--- src/rtl/sseg_pkg.sv ---
`default_nettype none
// +-------------------------------------------------------------------------+
// | sseg_pkg : segment decode table and anode helpers for 7-seg displays     |
// | Rev 1.0                                                                 |
// +-------------------------------------------------------------------------+
package sseg_pkg;

  localparam int unsigned       MAX_DIGITS = 16;
  localparam logic [7:0]        SEG_BLANK  = 8'hff;
  localparam logic [15:0]       AN_OFF     = 16'hffff;

  // Active-low gfedcba; prepend 1'b1 for the 8-bit form with the dp dark.
  function automatic logic [6:0] hex2seg(input logic [3:0] nib);
    logic [6:0] s;
    case (nib)
      4'h0: s = 7'h40;
      4'h1: s = 7'h79;
      4'h2: s = 7'h24;
      4'h3: s = 7'h30;
      4'h4: s = 7'h19;
      4'h5: s = 7'h12;
      4'h6: s = 7'h02;
      4'h7: s = 7'h78;
      4'h8: s = 7'h00;
      4'h9: s = 7'h18;
      4'ha: s = 7'h08;
      4'hb: s = 7'h03;
      4'hc: s = 7'h46;
      4'hd: s = 7'h21;
      4'he: s = 7'h06;
      default: s = 7'h0e;
    endcase
    return s;
  endfunction

  function automatic logic [MAX_DIGITS-1:0] an_sel(input logic [3:0] idx);
    return ~(MAX_DIGITS'(1) << idx);
  endfunction

endpackage
`default_nettype wire

--- src/rtl/sseg_dec.sv ---
`default_nettype none
// +-------------------------------------------------------------------------+
// | sseg_dec : nibble + decimal point to active-low 8-bit segment pattern    |
// | Rev 1.0                                                                 |
// +-------------------------------------------------------------------------+
module sseg_dec
  import sseg_pkg::*;
(
  input  logic [3:0] nib_i,
  input  logic       dp_i,
  output logic [7:0] seg_o
);

  assign seg_o = {~dp_i, hex2seg(nib_i)};

endmodule
`default_nettype wire

--- src/rtl/sseg_scan.sv ---
`default_nettype none
// +-------------------------------------------------------------------------+
// | sseg_scan : double-buffered multiplexed 7-seg scanner, blink/LZB/PWM     |
// | Rev 1.0                                                                 |
// +-------------------------------------------------------------------------+
module sseg_scan
  import sseg_pkg::*;
#(
  parameter int unsigned DIGITS    = 8,
  parameter int unsigned TICK_LOG2 = 16,
  parameter int unsigned PWM_BITS  = 4,
  parameter int unsigned BLINK_DIV = 50000000
) (
  input  logic                  clk,
  input  logic                  rst_n,
  input  logic                  en,
  input  logic                  ld,
  input  logic [4*DIGITS-1:0]   ld_dat,
  input  logic [DIGITS-1:0]     ld_dp,
  input  logic [DIGITS-1:0]     ld_blk,
  input  logic                  lzb,
  input  logic [PWM_BITS-1:0]   bright,
  output logic                  rdy,
  output logic                  frm,
  output logic [DIGITS-1:0]     an,
  output logic [7:0]            seg
);

  localparam int unsigned     DI_W    = (DIGITS > 1) ? $clog2(DIGITS) : 1;
  localparam int unsigned     BC_W    = $clog2(BLINK_DIV);
  localparam logic [DI_W-1:0] DI_LAST = DI_W'(DIGITS - 1);
  localparam logic [BC_W-1:0] BC_LAST = BC_W'(BLINK_DIV - 1);

  logic [TICK_LOG2-1:0]     tc_q;
  logic [DI_W-1:0]          di_q;
  logic [BC_W-1:0]          bc_q;
  logic                     bp_q;
  logic                     frm_q;

  logic                     sh_full_q;
  logic [DIGITS-1:0][3:0]   sh_dat_q;
  logic [DIGITS-1:0]        sh_dp_q;
  logic [DIGITS-1:0]        sh_blk_q;

  logic [DIGITS-1:0][3:0]   act_dat_q;
  logic [DIGITS-1:0]        act_dp_q;
  logic [DIGITS-1:0]        act_blk_q;

  logic [DIGITS-1:0]        an_q, an_d;
  logic [7:0]               seg_q, seg_d;

  logic                     tick_end;
  logic                     frame_end;
  logic [DIGITS-1:0]        lz_mask;
  logic                     lz_run;
  logic [3:0]               cur_nib;
  logic                     cur_dp;
  logic                     cur_blk;
  logic                     pwm_off;
  logic                     blank;
  logic [7:0]               dec_seg;
  logic [MAX_DIGITS-1:0]    an_full;

  assign tick_end  = &tc_q;
  assign frame_end = tick_end && (di_q == DI_LAST);

  assign cur_nib = act_dat_q[di_q];
  assign cur_dp  = act_dp_q[di_q];
  assign cur_blk = act_blk_q[di_q];
  assign pwm_off = tc_q[TICK_LOG2-1 -: PWM_BITS] > bright;

  // lz_mask[i] is set when every active nibble from i up to the top is zero.
  always_comb begin
    lz_run  = 1'b1;
    lz_mask = '0;
    for (int i = int'(DIGITS) - 1; i >= 0; i--) begin
      lz_run     = lz_run & (act_dat_q[i] == 4'h0);
      lz_mask[i] = lz_run;
    end
  end

  assign blank = !en
              || (cur_blk && !bp_q)
              || (lzb && (di_q != '0) && lz_mask[di_q])
              || pwm_off;

  sseg_dec u_dec (
    .nib_i (cur_nib),
    .dp_i  (cur_dp),
    .seg_o (dec_seg)
  );

  always_comb begin
    an_full = blank ? AN_OFF : an_sel(4'(di_q));
    an_d    = an_full[DIGITS-1:0];
    seg_d   = blank ? SEG_BLANK : dec_seg;
  end

  always_ff @(posedge clk) begin
    if (!rst_n) begin
      tc_q      <= '0;
      di_q      <= '0;
      bc_q      <= '0;
      bp_q      <= 1'b1;
      frm_q     <= 1'b0;
      sh_full_q <= 1'b0;
      sh_dat_q  <= '0;
      sh_dp_q   <= '0;
      sh_blk_q  <= '0;
      act_dat_q <= '0;
      act_dp_q  <= '0;
      act_blk_q <= '0;
      an_q      <= '1;
      seg_q     <= SEG_BLANK;
    end else begin
      tc_q <= tc_q + TICK_LOG2'(1);
      if (tick_end) begin
        di_q <= (di_q == DI_LAST) ? '0 : di_q + DI_W'(1);
      end

      if (bc_q == BC_LAST) begin
        bc_q <= '0;
        bp_q <= ~bp_q;
      end else begin
        bc_q <= bc_q + BC_W'(1);
      end

      frm_q <= frame_end;

      // Capture and transfer are exclusive: one needs an empty shadow, the other a full one.
      if (ld && !sh_full_q) begin
        sh_dat_q  <= ld_dat;
        sh_dp_q   <= ld_dp;
        sh_blk_q  <= ld_blk;
        sh_full_q <= 1'b1;
      end else if (frame_end && sh_full_q) begin
        act_dat_q <= sh_dat_q;
        act_dp_q  <= sh_dp_q;
        act_blk_q <= sh_blk_q;
        sh_full_q <= 1'b0;
      end

      an_q  <= an_d;
      seg_q <= seg_d;
    end
  end

  assign rdy = ~sh_full_q;
  assign frm = frm_q;
  assign an  = an_q;
  assign seg = seg_q;

endmodule
`default_nettype wire
--- config.mk ---
export PLATFORM = sky130hd
export DESIGN_NAME = sseg_scan
export DESIGN_NICKNAME = d
export VERILOG_FILES = /design/src/rtl/sseg_pkg.sv /design/src/rtl/sseg_dec.sv /design/src/rtl/sseg_scan.sv
export SDC_FILE = /design/constraint.sdc
export NUM_CORES = 1
export LEC_CHECK = 0
export CELL_PAD_IN_SITES_DETAIL_PLACEMENT = 1
export CELL_PAD_IN_SITES_GLOBAL_PLACEMENT = 1
export CORE_ASPECT_RATIO = 1.25
export CORE_MARGIN = 3
export CORE_UTILIZATION = 46
export CTS_CLUSTER_DIAMETER = 30
export CTS_CLUSTER_SIZE = 28
export DETAILED_ROUTE_END_ITERATION = 8
export GPL_TIMING_DRIVEN = 0
export HOLD_SLACK_MARGIN = 0.05
export PLACE_DENSITY_LB_ADDON = 0.1
export REMOVE_ABC_BUFFERS = 1
export SLEW_MARGIN = 20
export SYNTH_ARGS = -nofsm -noshare
export SYNTH_HDL_FRONTEND = slang
export SYNTH_SLANG_ARGS = --single-unit
--- constraint.sdc ---
create_clock -name clk -period 4.5 [get_ports clk]
set_input_delay 0.675 -clock clk [delete_from_list [all_inputs] [get_ports clk]]
set_output_delay 0.675 -clock clk [all_outputs]
set_load 0.01 [all_outputs]
==> impl_metrics.py <==
metrics = {
    "pwr": {
        "p_clk_share_pct": 47.5,
        "p_sw_uw": 655,
        "ir_drop_v": 0.000248,
        "power.internal_uw": 2460,
        "p_leak_uw": 0.00303,
        "p_sw_share_pct": 21.1,
        "power.share.sequential_pct": 47.2,
        "pwr-share-comb_pct": 5.3,
        "power_density_nw_per_um2": 367,
    },
    "sta": {
        "final-setup-viol-count": 0,
        "worst_slew_pin_slew_ns": 1.08,
        "slew_violations": 0,
        "max_slew_margin_pct": 27.8,
        "rsz0062_at_grt": "false",
        "min_period_ns": 3.30,
        "fin_crit_sh_pct": 73.4,
        "fin_ws_ns": 1.20,
        "finalHoldViolations": 0,
        "worst_clock_skew_ns": 0.00762,
        "clock.fmax_mhz": 303,
    },
    "logic_synthesis": {
        "yosysSeqAreaShare_pct": 45.8,
        "syn_avg_cell_area_um2": 8.74,
        "synth_area_leaders": "dfxtp_1, nand2_1, a21boi_0, a21boi_1, xnor2_1",
        "ys.flop_type": "dfxtp_1",
        "synth.distinct_cells": 47,
        "yosysTopAreaCell": "dfxtp_1",
        "synth_seq_cells": 160,
        "synth_top_area_share_pct": 45.8,
        "yosys_warnings": 0,
        "synth_enable_flop_cells": 0,
        "synth-async-reset-ratio_pct": 0,
        "synth_cells": 800,
        "syn-cell-area_um2": 6990,
    },
    "placed_design": {
        "gp_congestion": 0.879,
        "dp_cells": 1013,
        "numPortBuffers": 74,
        "pre_cts_ws_ns": 1.22,
        "place_area_um2": 7870,
        "dp_hpwl_um": 12100,
    },
    "clocking": {
        "clock_sinks": 160,
        "cts_tree": "done",
        "cts_resized": 0,
        "clk_pin_slew_ns": 0.06,
        "cts_buffer_depth": 2,
        "cts_htree_levels": 4,
        "cts_hold_buffers": 0,
        "post_cts_buffers": 0,
        "root_buffer": "clkbuf_16",
        "cts_buffers": 17,
        "insertion_delay_ns": 0.42,
    },
    "setup_path": {
        "r2r-end": "seg[3]$_SDFF_PP1_",
        "worstPathCellList": "mux4_2 > nand2_1 > nand2_1 > inv_1 > ha_1 > inv_1 > mux2_2 > o31ai_1",
        "regToRegSetupSlack_ns": 1.20,
        "cp_max_fo": 19,
        "critPathRequiredTime_ns": 4.79,
        "ff2ff_path_depth": 8,
        "reg2reg_from": "di_q[0]$_SDFFE_PN0P_",
        "crit_path_top_delay_cell": "dfxtp_1",
        "worst_setup_path_end_kind": "flip-flop",
        "arrival_ns": 3.59,
        "critPathMaxStageDelay_ns": 1.03,
        "start_kind": "flip-flop",
        "critPathKind": "reg -> reg",
    },
    "worst_hold_path": {
        "hold_depth": 2,
        "min_from": "act_dp_q[2]$_SDFFE_PN0P_",
        "hold_class": "reg -> reg",
        "whs_endpoint": "act_dp_q[2]$_SDFFE_PN0P_",
    },
    "final_layout": {
        "drive_gt1_share_pct": 6.23,
        "fin_util_pct": 57.9,
        "area_delta_synth_final_pct": 21.2,
        "final_common_cell": "nand2_1",
        "final_nets": 928,
        "final_cell_mix": "nand2_1, dfxtp_1, clkdlybuf4s50_1",
        "antenna_cells": 0,
        "instances_no_fill": 1045,
        "stdcell_area_um2": 8480,
    },
    "global_route": {
        "grtUsageTotal_pct": 21.4,
        "grt_pass1_vias": 6087,
        "grt_max_degree": 86,
        "grt_antenna_before_repair": 0,
        "overflow": 0,
        "grt_pass1_wl_um": 28500,
    },
    "routing": {
        "ant_nets": 0,
        "wl_um": 17000,
        "drt_iter0_markers": 235,
        "routed_via_density": 5.46,
        "wl_per_cell_um": 16.2,
        "drt_first_pass_iters": 4,
        "drc_errors": 0,
        "vias": 5710,
    },
    "floorplanning": {
        "coreArea_um2": 14700,
        "io_pins": 75,
        "num_rows": 49,
        "die_h_um": 144,
        "dieArea_um2": 16700,
        "initial_core_util_pct": 47.7,
        "die_w_um": 116,
    },
    "run_status": {
        "status": "finished clean",
    },
    "run": {
        "max-cap-violations": 0,
    },
}
## power by group through the flow
stage,clock (uW),sequential (uW),combinational (uW)
floorplan,0,1500,64.8
detailed placement,0,1500,165
CTS,1510,1470,167
global route,1570,1470,183
global placement,0,1500,156
finish,1480,1470,163
## cells in the mapped netlist (3+ instances only)
library cell  instances
a211oi_1              4
o22a_1                5
mux4_2                6
xnor2_1              29
nor4_1               16
nand4_1               8
a21oi_1               3
xor2_1               10
and4_1                5
mux2i_1              17
nand2_1             223
nor2_1               34
a21boi_0             49
and3_1                7
inv_2                 3
and2_1               19
a21boi_1             48
nand3_1              27
buf_2                12
nor2b_1               4
inv_1                15
o22ai_1               4
o221ai_1              5
nand2b_1              3
clkbuf_1             26
ha_1                 17
dfxtp_1             160
nor3_1               14
buf_6                 4
## metal layers
metal  GRT usage, %  up-vias  share of wire [%]
li1               -     2800                  -
met1           23.8     2770                 41
met2           38.0      105                 52
met3           5.18       35                3.9
met4           9.65        0                2.7
met5              0        -                  0
## logic make-up (layout without fill, tap and decap cells)
logic type / count (synthesis) / after routing / synth area share, %
fa+ha+maj: 17 / 17 / 3.04
flops: 160 / 160 / 45.8
xor+xnor: 39 / 39 / 4.89
compound gates: 130 / 130 / 14.3
simple gates: 367 / 367 / 23.4
buf+inv: 63 / 130 / 4.08
mux: 24 / 24 / 4.53
## final cells by class
class	instances	area [um2]
Multi-Input combinational cell	577	3510
Clock inverter	9	131
Tap cell	178	223
Fill cell	1689	6180
Timing Repair Buffer	80	860
Sequential cell	160	3200
Clock buffer	23	478
Inverter	18	67.6
## worst max path at each step
| stage | from | endpoint | slack, ns | depth (start not counted) |
|---|---|---|---|---|
| 5_1_grt | di_q[0]$_SDFFE_PN0P_ | seg[3]$_SDFF_PP1_ | 1.04 | 8 |
| 3_5_place_dp | di_q[0]$_SDFFE_PN0P_ | seg[3]$_SDFF_PP1_ | 1.22 | 8 |
| 6_report | di_q[0]$_SDFFE_PN0P_ | seg[3]$_SDFF_PP1_ | 1.20 | 8 |
| 3_3_place_gp | rst_n | bc_q[10]$_SDFF_PP0_ | -0.79 | 3 |
| 2_1_floorplan | di_q[0]$_SDFFE_PN0P_ | act_blk_q[0]$_SDFFE_PN0P_ | 1.71 | 5 |
| 4_1_cts | di_q[0]$_SDFFE_PN0P_ | seg[3]$_SDFF_PP1_ | 1.20 | 8 |
## state kept, by name, summed over array words and instances (netlist names), 8 cells and up
register	cells
tc_q	16
act_dat_q	32
act_blk_q	8
sh_dat_q	32
sh_dp_q	8
bc_q	26
act_dp_q	8
sh_blk_q	8
an	8
seg	8
## per-stage QoR
step | setup TNS [ns] | hold slack (ns) | total power, uW
floorplan | 0 | 0.426 | 1560
global placement | -25.28 | 0.435 | 1650
detailed placement | 0 | 0.443 | 1670
CTS | 0 | 0.459 | 3140
global route | 0 | 0.480 | 3230
finish | 0 | 0.453 | 3110
## worst max-delay path: cells and delay by family, from the launching register on
| family | cells | cell delay (ns) |
|---|---|---|
| AOI/OAI and AO/OA | 1 | 0.39 |
| and+or+nand+nor | 2 | 0.24 |
| muxes | 2 | 0.96 |
| DFF | 1 | 1.03 |
| adders and majority gates | 1 | 0.28 |
| buffers and inverters | 2 | 0.26 |
(Power assumes the default switching activity.)
